### src/rtl/ahb_arb_pkg.sv
// Shared types and helpers for the AHB-lite multi-master arbiter.
// DEF_ADDR_WIDTH / DEF_DATA_WIDTH set the default bus widths.
package ahb_arb_pkg;

  localparam int MAX_MASTERS = 4;

  localparam int DEF_ADDR_WIDTH = 32;
  localparam int DEF_DATA_WIDTH = 32;

  typedef enum logic [1:0] {
    IDLE   = 2'd0,
    BUSY   = 2'd1,
    NONSEQ = 2'd2,
    SEQ    = 2'd3
  } htrans_e;

  typedef enum logic [2:0] {
    SINGLE = 3'd0,
    INCR   = 3'd1,
    WRAP4  = 3'd2,
    INCR4  = 3'd3,
    WRAP8  = 3'd4,
    INCR8  = 3'd5,
    WRAP16 = 3'd6,
    INCR16 = 3'd7
  } hburst_e;

  typedef enum logic {
    PARK  = 1'b0,
    OWNED = 1'b1
  } arb_state_e;

  // Remaining beats after the NONSEQ; undefined-length bursts count as zero.
  function automatic logic [3:0] burst_beats(input logic [2:0] hburst);
    logic [3:0] beats;
    case (hburst_e'(hburst))
      WRAP4, INCR4:   beats = 4'd3;
      WRAP8, INCR8:   beats = 4'd7;
      WRAP16, INCR16: beats = 4'd15;
      default:        beats = 4'd0;
    endcase
    return beats;
  endfunction

  function automatic logic [1:0] onehot_idx(input logic [MAX_MASTERS-1:0] oh);
    logic [1:0] idx;
    idx = 2'd0;
    for (int i = 0; i < MAX_MASTERS; i++) begin
      if (oh[i]) idx = 2'(i);
    end
    return idx;
  endfunction

endpackage

### src/rtl/ahb_arb_rr_pick.sv
// Combinational round-robin selector: first requester after rr_ptr, wrapping,
// with rr_ptr itself considered last so a lone owner keeps the bus.
module ahb_arb_rr_pick #(
  parameter int NUM_MASTERS = 4
) (
  input  logic [NUM_MASTERS-1:0] req,
  input  logic [1:0]             rr_ptr,
  output logic [NUM_MASTERS-1:0] gnt,
  output logic                   valid
);

  logic found;

  always_comb begin
    gnt   = '0;
    found = 1'b0;
    for (int k = 1; k <= NUM_MASTERS; k++) begin
      for (int j = 0; j < NUM_MASTERS; j++) begin
        if (!found && req[j] && (j == ((int'(rr_ptr) + k) % NUM_MASTERS))) begin
          gnt[j] = 1'b1;
          found  = 1'b1;
        end
      end
    end
    valid = found;
  end

endmodule

### src/rtl/ahb_arb_ctrl.sv
// AHB-lite multi-master arbiter and bus sequencer with round-robin grant.
// Define AHB_ARB_LOCK_EN to add m_hlock / hmastlock locked-transfer support.
module ahb_arb_ctrl
  import ahb_arb_pkg::*;
#(
  parameter int NUM_MASTERS = 4,
  parameter int ADDR_WIDTH  = DEF_ADDR_WIDTH,
  parameter int DATA_WIDTH  = DEF_DATA_WIDTH
) (
  input  logic                             hclk,
  input  logic                             hreset,
  input  logic [NUM_MASTERS-1:0]           m_hbusreq,
  input  logic [NUM_MASTERS*ADDR_WIDTH-1:0] m_haddr,
  input  logic [NUM_MASTERS*2-1:0]         m_htrans,
  input  logic [NUM_MASTERS-1:0]           m_hwrite,
  input  logic [NUM_MASTERS*3-1:0]         m_hsize,
  input  logic [NUM_MASTERS*3-1:0]         m_hburst,
  input  logic [NUM_MASTERS*4-1:0]         m_hprot,
  input  logic [NUM_MASTERS*DATA_WIDTH-1:0] m_hwdata,
  output logic [NUM_MASTERS-1:0]           hgrant,
  output logic [1:0]                       hmaster,
  output logic                             hsel,
  output logic [ADDR_WIDTH-1:0]            haddr,
  output logic [1:0]                       htrans,
  output logic                             hwrite,
  output logic [2:0]                       hsize,
  output logic [2:0]                       hburst,
  output logic [3:0]                       hprot,
  output logic [DATA_WIDTH-1:0]            hwdata,
  input  logic                             hready,
`ifdef AHB_ARB_LOCK_EN
  input  logic [NUM_MASTERS-1:0]           m_hlock,
  output logic                             hmastlock,
`endif
  output arb_state_e                       dbg_state,
  output logic [3:0]                       dbg_beat_cnt
);

  arb_state_e             state_q, state_d;
  logic [NUM_MASTERS-1:0] grant_q, grant_d;
  logic [1:0]             hmaster_q, hmaster_d;
  logic [1:0]             data_master_q, data_master_d;
  logic [1:0]             rr_ptr_q, rr_ptr_d;
  logic [3:0]             beat_cnt_q, beat_cnt_d;

  logic                   own_req;
  logic                   own_lock;
  logic                   arb_ok;
  logic [NUM_MASTERS-1:0] pick_gnt;
  logic                   pick_valid;
  logic [MAX_MASTERS-1:0] pick_gnt_w;

  ahb_arb_rr_pick #(
    .NUM_MASTERS(NUM_MASTERS)
  ) u_rr_pick (
    .req   (m_hbusreq),
    .rr_ptr(rr_ptr_q),
    .gnt   (pick_gnt),
    .valid (pick_valid)
  );

  // State register
  always_ff @(posedge hclk) begin
    if (hreset) begin
      state_q       <= PARK;
      grant_q       <= NUM_MASTERS'(1);
      hmaster_q     <= 2'd0;
      data_master_q <= 2'd0;
      rr_ptr_q      <= 2'd0;
      beat_cnt_q    <= 4'd0;
    end else begin
      state_q       <= state_d;
      grant_q       <= grant_d;
      hmaster_q     <= hmaster_d;
      data_master_q <= data_master_d;
      rr_ptr_q      <= rr_ptr_d;
      beat_cnt_q    <= beat_cnt_d;
    end
  end

  // Next-state: arbitration point, grant selection and burst tracking
  always_comb begin
    state_d       = state_q;
    grant_d       = grant_q;
    hmaster_d     = hmaster_q;
    data_master_d = data_master_q;
    rr_ptr_d      = rr_ptr_q;
    beat_cnt_d    = beat_cnt_q;
    pick_gnt_w    = '0;
    pick_gnt_w[NUM_MASTERS-1:0] = pick_gnt;

    arb_ok = hready && (!own_req || (htrans == IDLE) ||
                        ((beat_cnt_q == 4'd0) && (htrans != SEQ)));
    if (own_lock) arb_ok = 1'b0;

    if (hready) begin
      data_master_d = hmaster_q;
      if (htrans == NONSEQ) begin
        beat_cnt_d = burst_beats(hburst);
      end else if ((htrans == SEQ) && (beat_cnt_q != 4'd0)) begin
        beat_cnt_d = beat_cnt_q - 4'd1;
      end
    end

    if (arb_ok) begin
      if (pick_valid) begin
        state_d   = OWNED;
        grant_d   = pick_gnt;
        hmaster_d = onehot_idx(pick_gnt_w);
        rr_ptr_d  = onehot_idx(pick_gnt_w);
      end else begin
        // Nobody wants the bus: park on the default master, keep rr_ptr.
        state_d   = PARK;
        grant_d   = NUM_MASTERS'(1);
        hmaster_d = 2'd0;
      end
    end
  end

  // Outputs: address phase from hmaster, write data from the data-phase owner
  always_comb begin
    haddr    = '0;
    htrans   = IDLE;
    hwrite   = 1'b0;
    hsize    = 3'd0;
    hburst   = 3'd0;
    hprot    = 4'd0;
    hwdata   = '0;
    own_req  = 1'b0;
    own_lock = 1'b0;
    for (int i = 0; i < NUM_MASTERS; i++) begin
      if (hmaster_q == 2'(i)) begin
        haddr   = m_haddr[i*ADDR_WIDTH +: ADDR_WIDTH];
        htrans  = m_htrans[i*2 +: 2];
        hwrite  = m_hwrite[i];
        hsize   = m_hsize[i*3 +: 3];
        hburst  = m_hburst[i*3 +: 3];
        hprot   = m_hprot[i*4 +: 4];
        own_req = m_hbusreq[i];
`ifdef AHB_ARB_LOCK_EN
        own_lock = m_hlock[i];
`endif
      end
      if (data_master_q == 2'(i)) begin
        hwdata = m_hwdata[i*DATA_WIDTH +: DATA_WIDTH];
      end
    end
    hsel         = (htrans != IDLE);
    hgrant       = grant_q;
    hmaster      = hmaster_q;
    dbg_state    = state_q;
    dbg_beat_cnt = beat_cnt_q;
`ifdef AHB_ARB_LOCK_EN
    hmastlock    = own_lock;
`endif
  end

endmodule

### config.mk
export PLATFORM = sky130hd
export DESIGN_NAME = ahb_arb_ctrl
export DESIGN_NICKNAME = d
export VERILOG_FILES = /design/src/rtl/ahb_arb_pkg.sv /design/src/rtl/ahb_arb_rr_pick.sv /design/src/rtl/ahb_arb_ctrl.sv
export SDC_FILE = /design/constraint.sdc
export NUM_CORES = 1
export LEC_CHECK = 0
export ABC_AREA = 1
export CORE_AREA = 2 2 157 159
export CTS_CLUSTER_SIZE = 30
export DETAILED_ROUTE_END_ITERATION = 10
export DIE_AREA = 0 0 159 161
export PLACE_DENSITY_LB_ADDON = 0.1
export SYNTH_ARGS = -nofsm -noshare
export SYNTH_HDL_FRONTEND = slang
export SYNTH_HIERARCHICAL = 1
export SYNTH_SLANG_ARGS = --single-unit
### constraint.sdc
create_clock -name hclk -period 3.34 [get_ports hclk]
set_clock_uncertainty 0.1 [all_clocks]
set_input_delay 0.668 -clock hclk [delete_from_list [all_inputs] [get_ports hclk]]
set_output_delay 0.668 -clock hclk [all_outputs]
set_load 0.005 [all_outputs]
==> flow_summary.yaml <==
yosys:
  synth_edf_count: 0
  yosys.area_share.adder_pct: 0.4078
  ys.warnings.count: 6
  synth.ff_latch_count: 15
  synth_top_area_cell: "nand2_1"
  synth_top_family_by_area: "simple AND/OR/NAND/NOR gates"
  synth_area_per_cell_um2: 5.290
  ys.flop_type: "dfxtp_1"
  synth_compound_area_share_pct: 12.72
  synth_top_area_share_pct: 33.89
  synth_mux_area_share_pct: 0
  synthCells: 580
  yosysUniqueCellTypes: 37
  synth.area.top_cells: "nand2_1, nand4_1, dfxtp_1"
  synth-xor-area-share_pct: 0.2855
  synth.most_common_cell: "nand2_1"
  syn_nets: 896
  synth-simple-area-share_pct: 68.03
  syn-cell-area_um2: 3068
  synth-seq-area-share_pct: 9.788
  async_flop_share_pct: 0
  yosys-top-cells-count: "nand2_1, nand4_1, nand3_1"
floorplanning:
  start_util_pct: 12.80
  num_rows: 57
  fp.dieArea_um2: 25600
  ioPinCount: 404
  die_w_um: 159
  core_um2: 23960
  die_h_um: 161
cells_and_area:
  antenna_cells: 0
  drive_gt1_share_pct: 8.069
  syn_to_final_growth_pct: 149.6
  nFillCells: 2641
  nets: 1296
placement:
  hpwl_um: 19250
  portBuffers: 403
  pre_cts_ws_ns: 0.1465
  globalplace.congestion: 0.8126
worst_setup_path:
  cp_cell_sequence: "inv_4 > nor2_8 > buf_4 > nand2_1 > nand4_1 > clkdlybuf4s50_1"
  crit_path_max_incr_delay_ns: 0.62
  endpoint_kind: "primary output"
  path_class: "flip-flop to primary output"
  cp_max_fo: 25
  crit_buf_inv: 3
  start_kind: "flip-flop"
  path_delay_family: "buffers and inverters"
  slowest_stage: "clkdlybuf4s50_1"
  arrival_ns: 2.26
  worst_ep_required_time_ns: 2.57
sta:
  setup_violations: 0
  hold_viol: 0
  rsz0062_at_grt: "false"
  relSlewSlack_pct: 59.09
  setup_tns_ns: 0
  final_max_slew_viol_count: 0
  fin_ws_ns: 0.3075
  period_needed_ns: 3.032
  fmax_ghz: 0.3298
  worst_slew_pin_slew_ns: 0.6118
  final.period_utilization_pct: 90.79
global_routing:
  track_usage_pct: 16.91
  grt_pass1_wl_um: 33910
  grt.overflow.total: 0
  antenna_found_initial: 0
  grt_max_degree: 26
  grt_pass1_vias: 5513
drt:
  ant_nets: 0
  wl_um: 22620
  drc: 0
  wl_per_cell_um: 17.36
  drt-initial-drc-count: 332
  viasPerCell: 4.163
  num_vias: 5424
  drtPass1Iterations: 7
flow_run:
  max-cap-violations: 0
cts:
  cts_tree: "done"
  cts_buffer_depth: 2
  numCtsBuffers: 3
  clk-insertion-delay-late_ns: 0.25
  clock_sinks: 15
  root_buffer: "clkbuf_16"
  cts.clk_slew.worst_paths_ns: 0.05
  htreeDepth: 1
  holdBufCountCts: 0
  ctsResizeCount: 0
  cts_setup_buffers: 0
power_and_ir_drop:
  power_leakage_nw: 2.961
  ir_drop_v: 0.0002478
  p_per_area_nw_per_um2: 613.8
min_path:
  hp-class: "flip-flop to flip-flop"
outcome:
  status: "completed"
-- stage by stage --
stage          area [µm²]  instances  util (%)  hold WS, ns  power [mW]
6_report             7657       1303     31.95       0.3648       4.700
5_1_grt              7657       1303     31.95       0.3888       5.131
4_1_cts              7657       1303     31.95       0.3711       4.779
3_5_place_dp         7575       1299     31.61       0.3616       4.508
3_3_place_gp         7575       1299     31.61       0.3626       4.543
2_1_floorplan        3068        580         -       0.3602       2.268
-- worst min-delay path, stage by stage (launching register included) --
cell	delay, ns
dfxtp_1	0.31
nand2_2	0.07
a21oi_2	0.04
-- flip-flops by register name, indices dropped and copies added, names as in the netlist --
name,count
data_master_q,2
rr_ptr_q,2
hgrant,4
dbg_state,1
hmaster,2
dbg_beat_cnt,4
-- final cells by class --
type,count,area [µm²],area share (%)
Clock buffer,3,75.07,0.9804
Tap cell,324,405.4,5.294
Inverter,30,116.4,1.520
Clock inverter,1,7.507,0.09804
Sequential cell,15,300.3,3.922
Timing Repair Buffer,431,4244,55.42
Multi-Input combinational cell,499,2509,32.76
-- path summary, 6_finish.rpt --
check | from | to | slack [ns] | cells after the start
setup / recovery | hmaster[0]$_SDFFE_PP0P_ | hburst[0] | 0.31 | 6
hold / removal | hgrant[2]$_SDFFE_PP0P_ | hgrant[2]$_SDFFE_PP0P_ | 0.36 | 2
setup reg to reg | rr_ptr_q[1]$_SDFFE_PP0P_ | rr_ptr_q[1]$_SDFFE_PP0P_ | 0.80 | 13
hold reg to reg | hgrant[2]$_SDFFE_PP0P_ | hgrant[2]$_SDFFE_PP0P_ | 0.36 | 2
-- layout by cell type (no fill, tap or decap), types with 2 or more instances in the layout --
cell type / instances
a21oi_1: 26
nor2_1: 26
o22ai_1: 2
nand3_2: 5
clkdlybuf4s50_1: 403
nand4_4: 2
nand2_8: 2
inv_2: 4
nor2_2: 4
inv_1: 24
clkbuf_16: 3
nand3b_1: 3
nand2_1: 277
nor2_4: 5
dfxtp_1: 15
o21ai_0: 9
nor2_8: 2
a221oi_1: 13
nand3_1: 33
nand2_2: 8
nand4_1: 64
a21oi_2: 6
buf_4: 28
nand2_4: 2
-- cell families (layout without fill, tap and decap cells) --
group / after synthesis / after routing
simple gates: 437 / 437
flops: 15 / 15
buf+inv: 66 / 465
xor+xnor: 1 / 1
fa+ha+maj: 1 / 1
compound gates: 60 / 60
-- power by group --
part / switching (mW) / internal [mW]
Combinational: 2.03 / 2.07
Clock: 0.0790 / 0.161
Sequential: 0.101 / 0.254
-- per-layer routing --
metal  vias to the layer above  track usage [%]  share of wire [%]
met1                      2409            19.39                 40
met4                         0            3.182                1.8
met3                        24            4.186                7.3
met2                       240            31.88                 51
li1                       2751                -                  -
met5                         -                0                  0
Note: power is estimated with default switching activity, not from simulation.
